`src/rtl/mix_columns_seq.sv`:
```
// Sequential AES MixColumns: one shared column mixer processes one 32-bit column per cycle.
// Optional inverse mode (InvMixColumns) with `inv_in` port is compiled in with MIXCOL_INV_EN.
module mix_columns_seq (
  input  logic         clk,
  input  logic         rst,
  input  logic         in_valid,
  output logic         in_ready,
  input  logic [127:0] state_in,
`ifdef MIXCOL_INV_EN
  input  logic         inv_in,
`endif
  output logic         out_valid,
  input  logic         out_ready,
  output logic [127:0] state_out,
  output logic         busy
);

  typedef enum logic [1:0] {IDLE, RUN, DONE} state_t;

  state_t       state_q, state_nx;
  logic [1:0]   col_q;
  logic [127:0] work_q;
  logic [127:0] out_q;
  logic [31:0]  cur_col;
  logic [31:0]  mixed;
  logic         accept;

  // GF(2^8) multiply by 2, reduced by the AES polynomial.
  function automatic logic [7:0] xtime(input logic [7:0] x);
    return {x[6:0], 1'b0} ^ (x[7] ? 8'h1b : 8'h00);
  endfunction

  function automatic logic [7:0] fwd_lane(input logic [7:0] a0, a1, a2, a3);
    return xtime(a0) ^ xtime(a1) ^ a1 ^ a2 ^ a3;
  endfunction

`ifdef MIXCOL_INV_EN
  // 0E*a0 ^ 0B*a1 ^ 0D*a2 ^ 09*a3, each coefficient assembled from x, 2x, 4x, 8x.
  function automatic logic [7:0] inv_lane(input logic [7:0] a0, a1, a2, a3);
    logic [7:0] a0_2, a0_4, a0_8, a1_2, a1_8, a2_4, a2_8, a3_8;
    a0_2 = xtime(a0);
    a0_4 = xtime(a0_2);
    a0_8 = xtime(a0_4);
    a1_2 = xtime(a1);
    a1_8 = xtime(xtime(a1_2));
    a2_4 = xtime(xtime(a2));
    a2_8 = xtime(a2_4);
    a3_8 = xtime(xtime(xtime(a3)));
    return (a0_8 ^ a0_4 ^ a0_2) ^ (a1_8 ^ a1_2 ^ a1) ^ (a2_8 ^ a2_4 ^ a2) ^ (a3_8 ^ a3);
  endfunction

  function automatic logic [7:0] lane(input logic [7:0] a0, a1, a2, a3, input logic inv);
    return inv ? inv_lane(a0, a1, a2, a3) : fwd_lane(a0, a1, a2, a3);
  endfunction

  logic inv_q;

  always_ff @(posedge clk) begin
    if (accept) inv_q <= inv_in;
  end

  // Rows 1..3 are cyclic rotations of row 0's coefficient vector.
  assign mixed = {lane(cur_col[31:24], cur_col[23:16], cur_col[15:8],  cur_col[7:0],   inv_q),
                  lane(cur_col[23:16], cur_col[15:8],  cur_col[7:0],   cur_col[31:24], inv_q),
                  lane(cur_col[15:8],  cur_col[7:0],   cur_col[31:24], cur_col[23:16], inv_q),
                  lane(cur_col[7:0],   cur_col[31:24], cur_col[23:16], cur_col[15:8],  inv_q)};
`else
  // Rows 1..3 are cyclic rotations of row 0's coefficient vector.
  assign mixed = {fwd_lane(cur_col[31:24], cur_col[23:16], cur_col[15:8],  cur_col[7:0]),
                  fwd_lane(cur_col[23:16], cur_col[15:8],  cur_col[7:0],   cur_col[31:24]),
                  fwd_lane(cur_col[15:8],  cur_col[7:0],   cur_col[31:24], cur_col[23:16]),
                  fwd_lane(cur_col[7:0],   cur_col[31:24], cur_col[23:16], cur_col[15:8])};
`endif

  // NOTE: every variable gets a default first so no path leaves it unassigned (no latch).
  always_comb begin
    state_nx = state_q;
    in_ready = 1'b0;
    accept   = 1'b0;
    unique case (state_q)
      IDLE: begin
        in_ready = 1'b1;
        accept   = in_valid;
        if (in_valid) state_nx = RUN;
      end
      RUN: begin
        if (col_q == 2'd3) state_nx = DONE;
      end
      DONE: begin
        in_ready = out_ready;
        if (out_ready) begin
          accept   = in_valid;
          state_nx = in_valid ? RUN : IDLE;
        end
      end
      default: state_nx = IDLE;
    endcase
  end

  always_comb begin
    cur_col = work_q[127:96];
    unique case (col_q)
      2'd0: cur_col = work_q[127:96];
      2'd1: cur_col = work_q[95:64];
      2'd2: cur_col = work_q[63:32];
      2'd3: cur_col = work_q[31:0];
      default: cur_col = work_q[127:96];
    endcase
  end

  // NOTE: sequential state uses non-blocking assignments so all registers update from pre-edge values.
  always_ff @(posedge clk) begin
    if (rst) begin
      state_q <= IDLE;
      col_q   <= 2'd0;
      out_q   <= 128'h0;
    end else begin
      state_q <= state_nx;
      if (accept) begin
        col_q <= 2'd0;
      end else if (state_q == RUN) begin
        col_q <= col_q + 2'd1;
        unique case (col_q)
          2'd0: out_q[127:96] <= mixed;
          2'd1: out_q[95:64]  <= mixed;
          2'd2: out_q[63:32]  <= mixed;
          2'd3: out_q[31:0]   <= mixed;
          default: ;
        endcase
      end
    end
  end

  // NOTE: the working register has no reset; it is always loaded on accept before it is read.
  always_ff @(posedge clk) begin
    if (accept) work_q <= state_in;
  end

  assign state_out = out_q;
  assign out_valid = (state_q == DONE);
  assign busy      = (state_q != IDLE);

endmodule

```
`config.mk`:
```
export PLATFORM = sky130hd
export DESIGN_NAME = mix_columns_seq
export DESIGN_NICKNAME = d
export VERILOG_FILES = /design/src/rtl/mix_columns_seq.sv
export SDC_FILE = /design/constraint.sdc
export NUM_CORES = 1
export LEC_CHECK = 0
export ABC_AREA = 1
export CAP_MARGIN = 20
export CORE_MARGIN = 2
export CORE_UTILIZATION = 50
export CTS_CLUSTER_DIAMETER = 60
export DETAILED_ROUTE_END_ITERATION = 10
export PLACE_DENSITY = 0.78
export SYNTH_ARGS = -nofsm -noshare
export SYNTH_HDL_FRONTEND = slang
export SYNTH_SLANG_ARGS = --single-unit
```
`constraint.sdc`:
```
create_clock -name clk -period 10.98 [get_ports clk]
set_input_delay 2.745 -clock clk [delete_from_list [all_inputs] [get_ports clk]]
set_output_delay 2.745 -clock clk [all_outputs]
set_load 0.005 [all_outputs]
```
* Yosys cells after proc, flatten, opt, wreduce, memory -nomap -nowiden *
Index checks and enable logic that the tools add are counted.

word-level totals
  register bits after elaboration = 260
  bits of input ports = 132
  output and inout port bits = 131

cells by class
  $add $sub $neg = 1
  equal/unequal tests = 8
  muxes and demuxes = 13
  bitwise operators = 21
  reductions and logical operators = 9

operators by type and width
  operator             number
  $pmux 32 s4          1
  $xor 8x8->8          16
  $xor 8x5->8          4
  $mux 5               4
  $reduce_and 3->1     5
  $eq 2x2->1 const B   3
  $mux 2               3
  $pmux 2 s3           1
  $eq 2x1->1 const B   2
  $logic_not 2->1      2
  $ne 2x2->1 const B   2
  $pmux 1 s2           2
  $add 2x1->2 const B  1
  $mux 1               2
  $ne 2x1->1 const B   1
  $reduce_bool 2->1    1
  $reduce_or 2->1      1
  $not 1->1            1

* Logic depth before layout (Yosys ltp) *
  depth after elaboration = 8
  mapped depth = 17
  depth with buffers taken out = 15

* Worst setup path before layout *
Ideal clock, no wire load.

  path kind = input to register
  from = input out_ready
  to = register work_q[0], enable pin
  setup time = 0.481 ns
  arrival time = 5.559 ns
  setup slack = 4.940 ns
  stages = 4
  path through = inv_1 > a21oi_1 > nand2_1 > inv_1

between the ends
  word-level cells in the longest chain between the ends = 2

RTL lines
  item                  line  text
  from (decl)           13    input logic out_ready,
  $mux 1                91    if (out_ready) begin
  $pmux 1 s2            80    unique case (state_q)
  via accept            26    logic accept;
  to (signal assigned)  136   if (accept) work_q <= state_in;
  to (decl)             22    logic [127:0] work_q;

The timed path passes the listed nets, and every way through them passes these cells.
A chain may end at the register's enable or synchronous reset.

* Final worst setup path *
  from = input out_ready
  to = output in_ready

between the ends
  word-level cells in the longest chain between the ends = 1

RTL lines
  item        line  text
  $pmux 1 s2  80
  to (decl)   7     output logic in_ready,

Every way passes these cells.

==> impl_metrics.env <==
export IMPL_status="finished clean"
export IMPL_max_cap_viol_count=0
export IMPL_post_cts_resized=0
export IMPL_placementRows=57
export IMPL_synth_top_family_by_area="simple AND/OR/NAND/NOR gates"
export IMPL_viasPerCell=5.18
export IMPL_ioPinCount=263
export IMPL_port_buffers=262
export IMPL_worstPathRequired_ns=8.24
export IMPL_hold_violations=0
export IMPL_synth_top_cell_area_share_pct=31.2
export IMPL_grt_pass1_wl_mm=52.7
export IMPL_hp_class="flop to flop"
export IMPL_drive_above_1_share_pct=7.23
export IMPL_setup_viol=0
export IMPL_synth_simple_area_share_pct=28.6
export IMPL_clk_latency_ns=0.53
export IMPL_ys_seq_area_share_pct=52.6
export IMPL_drtIter0Drc=1008
export IMPL_syn_inst=1507
export IMPL_ys_top_cells_by_area="edfxtp_1, dfxtp_1, nand2_1"
export IMPL_crit_type="primary input to output port"
export IMPL_synth_edf_count=128
export IMPL_critPathMaxFanout=2
export IMPL_vias=10842
export IMPL_cts_root_buf="clkbuf_16"
export IMPL_netlist_area_sq_mm=0.0123
export IMPL_nets=1887
export IMPL_groute_usage_overall_pct=25.6
export IMPL_antenna_found_initial=1
export IMPL_grt_pass1_vias=9942
export IMPL_clock_sinks=260
export IMPL_synthXorXnorAreaFrac_pct=0.142
export IMPL_synthFlopType="dfxtp_1"
export IMPL_yosysWarnings=0
export IMPL_post_cts_setup_buffers=0
export IMPL_place_inst=2044
export IMPL_gp_congestion=0.914
export IMPL_synth_adder_area_share_pct=0.508
export IMPL_cts_hold_buf=0
export IMPL_mostFrequentLayoutCell="nand2_1"
export IMPL_grt_max_degree=105
export IMPL_powerDensity_mw_per_mm2=161
export IMPL_cts_buffers=27
export IMPL_setup_tns_ns=0
export IMPL_fin_skew_ns=0.0136
export IMPL_critPathLaunchType="primary input"
export IMPL_dieHeight_microns=161
export IMPL_grt_setup_unrepaired="false"
export IMPL_worst_pin_slew_ns=1.00
export IMPL_finalNonFillerCells=2095
export IMPL_multiInputGateArea_sq_mm=0.00507
export IMPL_clk_pin_slew_ns=0.06
export IMPL_p_leak_nw=7.05
export IMPL_die_width_microns=161
export IMPL_synth_compound_area_share_pct=11.8
export IMPL_drtPass1Iterations=6
export IMPL_drtAntennaViolNets=0
export IMPL_grt_ovfl_total=0
export IMPL_ir_drop_v=0.000129
export IMPL_syn_num_nets=1644
export IMPL_final_core_util_pct=66.3
export IMPL_routed_wl_mm=33.9
export IMPL_synth_seq_cells=260
export IMPL_cts_max_path_buffers=3
export IMPL_timing_final_crit_share_pct=60.8
export IMPL_area_growth_pct=30.5
export IMPL_seq_area_sq_mm=0.00649
export IMPL_dp_hpwl_mm=24.5
export IMPL_timing_final_crit_period_ns=6.67
export IMPL_drv_slew=0
export IMPL_relSlewSlack_pct=33.3
export IMPL_total_power_mw=2.58
export IMPL_synth_top_area_cell="edfxtp_1"
export IMPL_wl_per_cell_microns=16.2
export IMPL_synthDistinctLibCells=30
export IMPL_cts_max_level=1
export IMPL_final_cell_mix="nand2_1, clkdlybuf4s50_1, nand3_1"
export IMPL_arrival_ns=3.93
export IMPL_synthMuxAreaShare_pct=0
export IMPL_cts_tree="yes"
export IMPL_max_freq_ghz=0.150
export IMPL_initial_core_util_pct=50.8
export IMPL_hold_slack_ns=0.514
export IMPL_end_kind="output port"
export IMPL_core_area_sq_mm=0.0242
export IMPL_async_flop_share_pct=0
export IMPL_fillCellCount=1985
export IMPL_drc=0
export IMPL_dieArea_sq_mm=0.0259
export IMPL_avgSynthCellArea_sq_um=8.18
[metal layers]
metal / up-vias / GRT usage (%) / wire length [microns]
li1: 5376 / - / -
met1: 5010 / 36.2 / 15100
met2: 407 / 42.0 / 15700
met3: 49 / 3.31 / 2300
met4: 0 / 6.82 / 772
met5: - / 0 / 0
[worst max-delay path, cell delays in order]
cell	delay, ns
clkdlybuf4s50_1	0.45
inv_1	0.05
a21oi_1	0.15
clkdlybuf4s50_1	0.53
[cell families (layout without fill, tap and decap cells)]
family                   after synthesis  in the layout
AND/OR/NAND/NOR                      851            851
flip-flops                           260            260
AO/OA/AOI/OAI                        214            214
buffers and inverters                175            438
adder cells (fa/ha/maj)                5              5
XOR/XNOR                               2              2
other                                  0              1
[cells in the mapped netlist, types with 13 or more instances]
master,instances
nor2_2,21
edfxtp_1,128
nand3_1,134
o21bai_2,13
clkbuf_1,27
o21ai_0,49
dfxtp_1,132
inv_1,109
nand2_1,604
nand2_2,15
nor2_1,65
a21oi_1,57
o21a_1,80
[state kept, by name (all words and copies together), names as in the netlist]
name and flops:
col_q 2, state_out 128, state_q 2, work_q 128
[path summary, 6_finish.rpt]
path	startpoint	end	slack, ns	cells past startpoint
worst min register to register	col_q[1]$_SDFFE_PP0P_	col_q[1]$_SDFFE_PP0P_	0.51	2
worst max-delay path	out_ready	in_ready	4.31	4
worst min-delay path	col_q[1]$_SDFFE_PP0P_	col_q[1]$_SDFFE_PP0P_	0.51	2
worst max register to register	col_q[0]$_SDFFE_PP0P_	state_out[106]$_SDFFE_PP0P_	8.02	12
[cell type report]
type	count	area share, %
Sequential cell	260	40.3
Timing Repair Buffer	271	16.8
Inverter	118	2.79
Multi-Input combinational cell	1072	31.6
Clock buffer	37	4.76
Antenna cell	1	0.0156
Clock inverter	12	1.21
Tap cell	324	2.52
[through the flow]
stage          setup WS, ns  area [sq um]
6_report               4.31         16100
5_1_grt                4.24         16100
4_1_cts                4.31         16100
3_5_place_dp           4.30         15100
3_3_place_gp           4.30         15100
2_1_floorplan          4.94         12300
[where the power goes]
| part | total [mW] | internal [mW] | switching (mW) |
|---|---|---|---|
| clock | 0.983 | 0.605 | 0.378 |
| combinational | 0.506 | 0.182 | 0.325 |
| sequential | 1.09 | 1.07 | 0.0192 |
| total | 2.58 | 1.86 | 0.722 |
Power figures use the tool's default switching activity.
